`config.mk`:
```
export PLATFORM = sky130hd
export DESIGN_NAME = serial_pattern_tx
export DESIGN_NICKNAME = d
export VERILOG_FILES = /design/src/rtl/serial_pattern_tx_pkg.sv /design/src/rtl/serial_pattern_tx_shreg.sv /design/src/rtl/serial_pattern_tx.sv
export SDC_FILE = /design/constraint.sdc
export NUM_CORES = 1
export LEC_CHECK = 0
export ABC_AREA = 1
export BUFFER_PORTS_ARGS = -buffer_cell sky130_fd_sc_hd__buf_2
export CORE_AREA = 3 3 64 66
export DETAILED_ROUTE_END_ITERATION = 7
export DIE_AREA = 0 0 67 69
export MAX_ROUTING_LAYER = met4
export SLEW_MARGIN = 20
export SYNTH_ARGS = -nofsm -noshare
export SYNTH_HDL_FRONTEND = slang
export SYNTH_SLANG_ARGS = --single-unit
```
`constraint.sdc`:
```
create_clock -name clk -period 1.5 [get_ports clk]
set_input_delay 0.225 -clock clk [delete_from_list [all_inputs] [get_ports clk]]
set_output_delay 0.225 -clock clk [all_outputs]
set_load 0.02 [all_outputs]
```
`src/rtl/serial_pattern_tx_pkg.sv`:
```
// Shared types and counter widths for the serial pattern transmitter.
// Optional parity is controlled by SERIAL_PATTERN_TX_PARITY_EN in the top module.
package serial_pattern_tx_pkg;

    typedef enum logic [1:0] {
        IDLE,
        SEND,
        GAP,
        DONE
    } tx_state_t;

    localparam int BIT_CNT_W = 5;
    localparam int GAP_CNT_W = 4;
    localparam int REP_CNT_W = 4;

endpackage

```
`src/rtl/serial_pattern_tx_shreg.sv`:
```
// Loadable MSB-first shift register. It exposes the current MSB and the bit
// that becomes MSB after the next shift, so the line can be driven from a flop.
module serial_pattern_tx_shreg #(
    parameter int WIDTH = 4
) (
    input  logic             clk,
    input  logic             reset,
    input  logic             load,
    input  logic             shift,
    input  logic [WIDTH-1:0] din,
    output logic             msb,
    output logic             msb_next
);

    logic [WIDTH-1:0] q;

    // Load wins over shift; zeros enter from the LSB end.
    always_ff @(posedge clk) begin
        if (reset) begin
            q <= '0;
        end else if (load) begin
            q <= din;
        end else if (shift) begin
            q <= {q[WIDTH-2:0], 1'b0};
        end
    end

    assign msb      = q[WIDTH-1];
    assign msb_next = q[WIDTH-2];

endmodule

```
`src/rtl/serial_pattern_tx.sv`:
```
// Serial pattern transmitter: sends a captured pattern MSB first, repeated with idle gaps.
// Define SERIAL_PATTERN_TX_PARITY_EN to append an even-parity bit to every repetition.
module serial_pattern_tx
    import serial_pattern_tx_pkg::*;
#(
    parameter int PAT_LEN = 4,
    parameter int GAP_LEN = 2
) (
    input  logic               clk,
    input  logic               reset,
    input  logic               start,
    input  logic [PAT_LEN-1:0] pattern,
    input  logic [3:0]         reps,
    output logic               w,
    output logic               busy,
    output logic               done
);

`ifdef SERIAL_PATTERN_TX_PARITY_EN
    localparam int BW = PAT_LEN + 1;
`else
    localparam int BW = PAT_LEN;
`endif

    localparam logic [BIT_CNT_W-1:0] LAST_BIT = BIT_CNT_W'(BW - 1);
    localparam logic [GAP_CNT_W-1:0] LAST_GAP = GAP_CNT_W'(GAP_LEN - 1);
    localparam logic [REP_CNT_W-1:0] ONE_REP  = REP_CNT_W'(1);

    // One repetition as it appears on the line, parity bit (if any) last.
    function automatic logic [BW-1:0] frame(input logic [PAT_LEN-1:0] pat);
`ifdef SERIAL_PATTERN_TX_PARITY_EN
        return {pat, ^pat};
`else
        return pat;
`endif
    endfunction

    tx_state_t              state, state_nxt;
    logic [PAT_LEN-1:0]     pat_q, pat_nxt;
    logic [BIT_CNT_W-1:0]   bit_cnt, bit_nxt;
    logic [GAP_CNT_W-1:0]   gap_cnt, gap_nxt;
    logic [REP_CNT_W-1:0]   rep_cnt, rep_nxt;
    logic                   w_nxt, busy_nxt, done_nxt;
    logic                   sh_load, sh_shift, sh_msb, sh_msb_next;
    logic [BW-1:0]          sh_din;

    serial_pattern_tx_shreg #(
        .WIDTH (BW)
    ) u_shreg (
        .clk      (clk),
        .reset    (reset),
        .load     (sh_load),
        .shift    (sh_shift),
        .din      (sh_din),
        .msb      (sh_msb),
        .msb_next (sh_msb_next)
    );

    always_ff @(posedge clk) begin
        if (reset) begin
            state   <= IDLE;
            pat_q   <= '0;
            bit_cnt <= '0;
            gap_cnt <= '0;
            rep_cnt <= '0;
            w       <= 1'b0;
            busy    <= 1'b0;
            done    <= 1'b0;
        end else begin
            state   <= state_nxt;
            pat_q   <= pat_nxt;
            bit_cnt <= bit_nxt;
            gap_cnt <= gap_nxt;
            rep_cnt <= rep_nxt;
            w       <= w_nxt;
            busy    <= busy_nxt;
            done    <= done_nxt;
        end
    end

    // w is computed one cycle ahead so the line is a plain flop output:
    // entering SEND shows the new MSB, staying in SEND shows the bit below it.
    always_comb begin
        state_nxt = state;
        pat_nxt   = pat_q;
        bit_nxt   = bit_cnt;
        gap_nxt   = gap_cnt;
        rep_nxt   = rep_cnt;
        sh_load   = 1'b0;
        sh_shift  = 1'b0;
        sh_din    = frame(pat_q);
        w_nxt     = 1'b0;

        case (state)
            IDLE: begin
                if (start) begin
                    state_nxt = SEND;
                    pat_nxt   = pattern;
                    rep_nxt   = (reps == '0) ? ONE_REP : reps;
                    bit_nxt   = '0;
                    sh_load   = 1'b1;
                    sh_din    = frame(pattern);
                    w_nxt     = sh_din[BW-1];
                end
            end
            SEND: begin
                if (bit_cnt == LAST_BIT) begin
                    rep_nxt = rep_cnt - 1'b1;
                    if (rep_cnt > ONE_REP) begin
                        state_nxt = GAP;
                        gap_nxt   = '0;
                        sh_load   = 1'b1;
                    end else begin
                        state_nxt = DONE;
                    end
                end else begin
                    bit_nxt  = bit_cnt + 1'b1;
                    sh_shift = 1'b1;
                    w_nxt    = sh_msb_next;
                end
            end
            GAP: begin
                if (gap_cnt == LAST_GAP) begin
                    state_nxt = SEND;
                    bit_nxt   = '0;
                    w_nxt     = sh_msb;
                end else begin
                    gap_nxt = gap_cnt + 1'b1;
                end
            end
            DONE: begin
                state_nxt = IDLE;
            end
            default: begin
                state_nxt = IDLE;
            end
        endcase

        busy_nxt = (state_nxt != IDLE);
        done_nxt = (state_nxt == DONE);
    end

endmodule

```
### After elaboration in Yosys (flattened, before gate mapping)

Cells that the tools add are included.

| storage, ports and cells | value |
|---|---|
| bits in registers | 26 |
| input bits | 11 |
| output and inout bits | 3 |
| word-level logic and storage cells | 66 |

| cells by class | value |
|---|---|
| add/sub/neg operators | 3 |
| order comparisons | 1 |
| eq/ne operators | 12 |
| multiplexer cells | 31 |
| reductions and logical operators | 10 |

Operators with widths:

| operator | count |
|---|---|
| $mux W4 | 10 |
| $pmux W4 S2 | 2 |
| $mux W5 | 3 |
| $pmux W5 S3 | 1 |
| $ne A2 B2 Y1 const B | 6 |
| $mux W1 | 9 |
| $pmux W2 S4 | 1 |
| $reduce_and A4 Y1 | 2 |
| $reduce_bool A2 Y1 | 4 |
| $eq A2 B2 Y1 const B | 3 |
| $mux W2 | 3 |
| $add A5 B1 Y5 const B | 1 |
| $eq A5 B2 Y1 const B | 1 |
| $add A4 B1 Y4 const B | 1 |
| $eq A4 B1 Y1 const B | 1 |
| $gt A4 B1 Y1 const B | 1 |
| $logic_not A4 Y1 | 1 |
| $sub A4 B1 Y4 const B | 1 |
| $pmux W1 S3 | 1 |
| $reduce_and A3 Y1 | 1 |
| $reduce_bool A3 Y1 | 1 |
| $eq A2 B1 Y1 const B | 1 |
| $logic_not A2 Y1 | 1 |
| $pmux W1 S2 | 1 |

### Depth between registers and ports, before layout

Gate-level depths: netlist (run 1).

| depth | value |
|---|---|
| word-level depth | 5 |
| gate-level depth with buffers | 10 |
| gate-level depth less buffers | 10 |

### Hierarchy

From an unflattened synthesis (run 1), not the netlist that was laid out.

| second synthesis, totals | value |
|---|---|
| cells, all modules | 207 |
| area, all modules | 1437.6 µm² |

Modules (own cells, without submodules):

| module | times used | cells an instance | area each (µm²) | seq. area each (µm²) |
|---|---|---|---|---|
| serial_pattern_tx | 1 | 178 | 1249.9 | 440.4 |
| serial_pattern_tx_shreg | 1 | 29 | 187.7 | 80.1 |

### Least setup slack after synthesis (run 1)

OpenSTA, ideal clock, no wires.

| path | value |
|---|---|
| kind | register to register |
| from | register bit_cnt[0] |
| to | register u_shreg.q[1] |
| setup time | 134 ps |
| arrival | 1256 ps |
| required time | 1366 ps |
| setup slack | 110 ps |
| stages on the path, launching flop included | 9 |
| path buffers | 0 |
| clock period less this slack | 1390 ps |
| path through | dfxtp_1 ha_1 nand2_1 nor2_4 nand3_4 nand2_2 nand2_1 nand2_1 a21oi_1 |

| between the ends | value |
|---|---|
| longest elaborated chain between the ends | 4 |
| elaborated cells on any way between the ends | 7 |
| classes of those cells | eq/ne (1); mux (5); reduce/logical (1) |

Ends and longest elaborated chain:

| what | RTL line | text |
|---|---|---|
| start: declaration | serial_pattern_tx.sv:40 | `logic [BIT_CNT_W-1:0] bit_cnt, bit_nxt;` |
| start signal: assignment | serial_pattern_tx.sv:72 | `bit_cnt <= bit_nxt;` |
| $eq A5 B2 Y1 (*) | serial_pattern_tx.sv:107 | `if (bit_cnt == LAST_BIT) begin` |
| $mux W1 | serial_pattern_tx.sv:107 |  |
| $pmux W1 S2 / $mux W1 (equally long branches) | serial_pattern_tx.sv:94 | `case (state)` |
| $mux W4 / $reduce_bool A2 Y1 (equally long branches) | -- |  |
| end signal: assignment | serial_pattern_tx_shreg.sv:22 | `q <= din;` |
| end signal: assignment | serial_pattern_tx_shreg.sv:24 | `q <= {q[WIDTH-2:0], 1'b0};` |
| end: declaration | serial_pattern_tx_shreg.sv:15 | `logic [WIDTH-1:0] q;` |

Every way passes the cells marked *; elsewhere a longest branch is shown, timed or not.
A chain may end at the register's enable or synchronous reset.

### Worst setup path after layout (run 1)

| path | value |
|---|---|
| from | register bit_cnt[0] |
| to | register gap_cnt[0] |

| between the ends | value |
|---|---|
| longest elaborated chain between the ends | 3 |

Ends and longest elaborated chain:

| what | RTL line | text |
|---|---|---|
| $eq A5 B2 Y1 | serial_pattern_tx.sv:107 |  |
| $ne A2 B2 Y1 (no line) | -- |  |
| $reduce_and A4 Y1 (no line) | -- |  |
| end signal: assignment | serial_pattern_tx.sv:73 | `gap_cnt <= gap_nxt;` |
| end: declaration | serial_pattern_tx.sv:41 | `logic [GAP_CNT_W-1:0] gap_cnt, gap_nxt;` |

No other way between the ends.

==> metrics, run 1 <==
hold slack between 0.15 and 0.2 ns; crit path from bit_cnt[0]; starting density of the core 0.3912; Final nets 238; share of layout cells above drive strength 1 0.2308; CTS sink count 26; RR Startpoint bit_cnt[0]; vias in the first global route 1038; Post-synth EDFFs 0; Mapped Nets 218; delay of the slowest critical-path stage between 0.3 and 0.4 ns; Die W around 67 um; hold-fix buffers at CTS 0; leading area contributor after synthesis dfxtp_1; most numerous cell in the Yosys netlist nand2_1; register area share after synthesis 0.3662; asr flop ratio synth 0; DRT iter0 DRCs 74; clock skew ~0.0061 ns; TritonCTS buffer count 3; Max-cap violations 0; Critical Path Slowest Stage Cell dfxtp_1; die area 4623 sq um; Mapped Cells 202; top cells by area, synth dfxtp_1, nand2_1, nor2_1; result of the run finished, final reports clean; Critical Path Fanout Max 8; Synth top area share 0.3662; top_reg_cell synth dfxtp_1; Crit. End Element flip-flop; Die Ht between 60 and 70 um; Fillers 385; RSZ-0062 raised after global routing no; CP required roughly 1.7 ns; critical path, cell by cell ha_2 -> nand2_1 -> nor2_4 -> nand3_4 -> nand2_4 -> inv_2 -> nor2_2 -> nor2_1; Pwr Total about 1700 uW; synth unique cells 26; hold_sp reset; critical path startpoint category flip-flop; final-report setup violation count 0; clk root buf clkbuf_8; Slew Viols, Final 0; Final Hold Vio Count 0; Netlist Area Pre-Place approximately 1400 sq um; met2 Use GR 0.1812; row cnt 22; Synth Warn # 0; Final HPWL DP about 2000 um; Global Route Usage Sum 0.1318; largest net degree at the start of global routing 16; Avg Cell Area, Syn between 7 and 8 sq um; CTS HTree Levels 1; Finished Layout Cells about 270; Max clock buf depth 2; clock latency at the later pin of the worst-skew pair ~0.27 ns; Setup TNS 0 ns; total gr overflow 0; drt wl/cell ~10 um; Pwr Density between 1000 and 1500 nW/um^2; Antenna Violating Nets Remaining 0; first-pass GRT wire length 4664 um; total leakage power roughly 0.00077 uW; Hold/Removal Path Class in -> reg; Max Fclk between 700 and 800 MHz; M3 GR Usage 0.02443; TritonRoute pass-1 iters 4; worst vdd ir 399.3 uV; Core ar. between 3000 and 4000 sq um; dpl cells between 200 and 300; top post-synthesis cells by count nand2_1, nor2_1, dfxtp_1; Worst-path clk slew 0.09 ns; vias per cell roughly 4.6; Worst slew margin 0.7725; vias roughly 1200; met1 Usage GRT 0.1845; area delta synth->final 16.20%; initial antenna violation count 0; DRC viols 0; TritonCTS clock tree done; crit share post-route 0.9179; Period minus WS final between 1 and 1.5 ns; Tightest Pin Transition between 0.3 and 0.4 ns; most used routing layer met1; antenna diode count 0; WS Path Type reg -> reg; #FFs+latches synth 26; CP arrival 1.55 ns; input/output buffers 13; I/O pin count 14; Routability Congestion around 0.8; final WL 2802 um
[routing by layer]
layer  wire, um  share of wire  vias to the layer above
li1           -              -                      682
met1       1423           0.51                      538
met2       1252           0.45                       21
met3        103          0.037                        2
met4         23         0.0082                        0
met5          0              0                        -
[cell families after synthesis]
group | count (synthesis) | share of synthesized area
simple gates | 103 | 0.3539
buf+inv | 34 | 0.1012
compound gates | 32 | 0.1224
flops | 26 | 0.3662
fa+ha+maj | 5 | 0.04401
xor+xnor | 2 | 0.01233
[layout by cell type (no fill, tap or decap), types with 5 or more instances in the layout]
cell type / instances
nor2_1: 29
a21oi_1: 13
buf_4: 7
nand2_1: 36
nand4_1: 7
dfxtp_1: 25
nand3_1: 13
inv_2: 7
nand2_2: 5
o21ai_1: 11
buf_2: 13
inv_1: 22
[state kept, by name, summed over array words and instances (netlist names)]
name / flops
done: 1
w: 1
state: 2
busy: 1
pat_q: 4
bit_cnt: 5
rep_cnt: 4
u_shreg.q: 4
gap_cnt: 4
[where the power goes]
group | internal [uW] | switching (uW)
logic | 137 | 217
registers | 743 | 31.7
clock network | 357 | 219
[area by class of cell]
cell class | instances | area, sq um | share of cell area
clock buffers | 3 | 41.29 | 0.02500
clock inverters | 1 | 30.03 | 0.01818
inverters | 29 | 108.9 | 0.06591
multi-input cells | 142 | 772.0 | 0.4674
flip-flops and latches | 26 | 521.8 | 0.3159
well taps | 48 | 60.06 | 0.03636
repair buffers | 20 | 117.6 | 0.07121
[what timing repair did]
item,4_1_cts,5_1_grt
setup endpoints to repair,0,9
gates resized for setup,0,7
setup buffers,0,1
[worst paths after layout]
path,to,slack (ns),cells after the start
worst max register to register,gap_cnt[0],0.12,8
worst min register to register,u_shreg.q[3],0.49,2
worst min-delay path,bit_cnt[2],0.19,2
worst max-delay path,gap_cnt[0],0.12,8
[per-stage QoR]
stage / setup slack [ns] / instance area, sq um / util
2_1_floorplan: 0.1100 / 1421 / -
3_3_place_gp: 0.08172 / 1556 / 0.4284
3_5_place_dp: 0.04198 / 1556 / 0.4284
4_1_cts: 0.03070 / 1628 / 0.4480
5_1_grt: 0.01806 / 1652 / 0.4545
6_report: 0.1232 / 1652 / 0.4545
[worst max-delay path, delay by kind of cell, from the launching register on]
kind / cells / cell delay, ns
buf+inv: 1 / 0.05
fa+ha+maj: 1 / 0.21
flops: 1 / 0.35
simple gates: 6 / 0.68
Note: power is estimated with default switching activity, not from simulation.
==> inputs of run 2 (changes only) <==
--- a/config.mk
+++ b/config.mk
@@ -8,6 +8,7 @@
 export ABC_AREA = 1
 export BUFFER_PORTS_ARGS = -buffer_cell sky130_fd_sc_hd__buf_2
 export CORE_AREA = 3 3 64 66
+export CTS_BUF_LIST = sky130_fd_sc_hd__clkbuf_8
 export DETAILED_ROUTE_END_ITERATION = 7
 export DIE_AREA = 0 0 67 69
 export MAX_ROUTING_LAYER = met4
==> constraint.sdc (replaced) <==
create_clock -name clk -period 1.5 [get_ports clk]
set_input_delay 0.075 -clock clk [delete_from_list [all_inputs] [get_ports clk]]
set_output_delay 0.075 -clock clk [all_outputs]
set_load 0.02 [all_outputs]
==> metrics, run 2 (synthesis gave the netlist of run 1 again) <==
hold slack 0.06920 ns (-0.1249 ns); initial antenna violation count 0 (unchanged); WS Path Type reg -> reg; critical path startpoint category flip-flop; Crit. End Element flip-flop; Worst slew margin 0.7646 (-0.007856); Final Hold Vio Count 0 (unchanged); commonest non-fill, non-tap cell in the layout nand2_1; most used routing layer met2; Largest register FFs 5 (unchanged); min setup slack post-route 0.1295 ns (+0.006376 ns); Critical Path Fanout Max 5 (-3); final WL 2884 um (+2.9%); worst vdd ir 613.2 uV (+54%); DRC viols 0 (unchanged); area delta synth->final 15.85%; Max-cap violations 0 (unchanged); WP buf/inv 3 (+2); Die W 67 um (unchanged); area taken by multi-input logic gates 788.3 sq um (+2.1%); Slew Viols, Final 0 (unchanged); Fillers 385 (unchanged); Tightest Pin Transition 0.3527 ns (+0.01177 ns); Pwr Total 1552 uW (-8.9%); total gr overflow 0 (unchanged); largest net degree at the start of global routing 15 (-1); total leakage power 0.0007595 uW (-0.85%); CTS HTree Levels 1 (unchanged); Max clock buf depth 2 (unchanged); clk root buf clkbuf_8; Max Fclk 729.7 MHz (+0.47%); Routability Congestion 0.7809 (about the same); vias 1261 (+1.4%); drt wl/cell 10.68 um (+2.5%); Setup TNS 0 ns (unchanged); critical path, cell by cell ha_2 -> buf_4 -> inv_1 -> nor2_1 -> nand2_2 -> nand2_2 -> o211ai_1 -> nand2_1 -> inv_1; input/output buffers 13 (unchanged); hold-fix buffers at CTS 0 (unchanged); crit share post-route 0.9136 (-0.004251); clock skew 0.001310 ns (-0.004798 ns); Final nets 240 (+0.84%); result of the run finished, final reports clean; met1 Usage GRT 0.1879 (+0.003464); CTS sink count 26 (unchanged); TritonCTS buffer count 3 (unchanged); Largest delay share family, worst path simple AND/OR/NAND/NOR gates; share of layout cells above drive strength 1 0.2342 (+0.003465); Final HPWL DP 1988 um (-1.9%); vias per cell 4.670 (+1.1%); most flop-heavy register bit_cnt; DRT iter0 DRCs 71 (-4.1%); first-pass GRT wire length 5002 um (+7.2%); Global Route Usage Sum 0.1384 (+0.006603); DP Worst Slack 0.03219 ns (-0.009790 ns); die area 4623 sq um (unchanged); Die Ht 69 um (unchanged); TritonRoute pass-1 iters 4 (unchanged); Critical Path Slowest Stage Cell dfxtp_1; final-report setup violation count 0 (unchanged); antenna diode count 0 (unchanged); Period minus WS final 1.370 ns (-0.006376 ns); vias in the first global route 1114 (+7.3%); post-layout util 0.4532 (-0.001377); Register Area 521.8 sq um (unchanged); M3 GR Usage 0.03420 (+0.009772); clock latency at the later pin of the worst-skew pair 0.27 ns (about the same); starting density of the core 0.3912 (unchanged); Worst-path clk slew 0.09 ns (about the same); Hold/Removal Path Class in -> reg; CP required 1.67 ns (about the same); CP arrival 1.54 ns (about the same); most frequent cells in the layout nand2_1, nor2_1, dfxtp_1, inv_1; TritonCTS clock tree done; RSZ-0062 raised after global routing no; Core ar. 3633 sq um (unchanged); Antenna Violating Nets Remaining 0 (unchanged); I/O pin count 14 (unchanged); Pwr Density 942.8 nW/um^2 (-8.6%); met2 Use GR 0.2052 (+0.02402); row cnt 22 (unchanged); delay of the slowest critical-path stage 0.34 ns (about the same)
## run 2: changes by cell type in the layout (fill, tap and decap cells not counted)
cell,previous run,this run
inv_2,7,6
a21oi_2,2,3
nand2_4,4,5
clkinv_2,0,1
buf_4,7,8
bufinv_16,1,0
a21oi_1,13,12
nand3_2,0,1
nor2_2,3,2
nand2_2,5,4
nor2_1,29,30
## run 2: per-stage QoR
step	instances	instance area (sq um)
detailed placement	263	1549
global route	270	1647
floorplan	202	1421
global placement	263	1549
CTS	266	1590
finish	270	1647
## run 2: layout make-up
class,count,share of cell area
clock buffers,3,0.02508
inverters,29,0.06687
multi-input cells,143,0.4787
flip-flops and latches,26,0.3169
well taps,48,0.03647
repair buffers,21,0.07599
## run 2: power breakdown
part / total [uW] / switching, uW / internal [uW] / leakage (uW)
sequential: 774 / 31.7 / 743 / 0.000213
clock: 398 / 217 / 180 / 0.0000216
combinational: 381 / 230 / 151 / 0.000525
## run 2: repair_timing
action                     in CTS  in global routing
buffers inserted                0                  3
resized for setup               0                  9
hold endpoints to repair        0                  0
setup endpoints to repair       0                 12
## run 2: final timing paths
path	from	to	slack [ns]	cells past startpoint
max reg2reg	bit_cnt[0]	state[0]	0.13	9
min	pattern[2]	pat_q[2]	0.07	3
min reg2reg	rep_cnt[2]	rep_cnt[2]	0.50	2
max	bit_cnt[0]	state[0]	0.13	9
## run 2: metal layers
metal,vias up,wire [um]
li1,684,-
met1,560,1464
met2,15,1315
met3,2,86
met4,0,18
met5,-,0
## run 2: tightest hold or removal path, cell delays in order
cell,delay [ns]
buf_2,0.08
o21ai_1,0.08
nor2_1,0.08
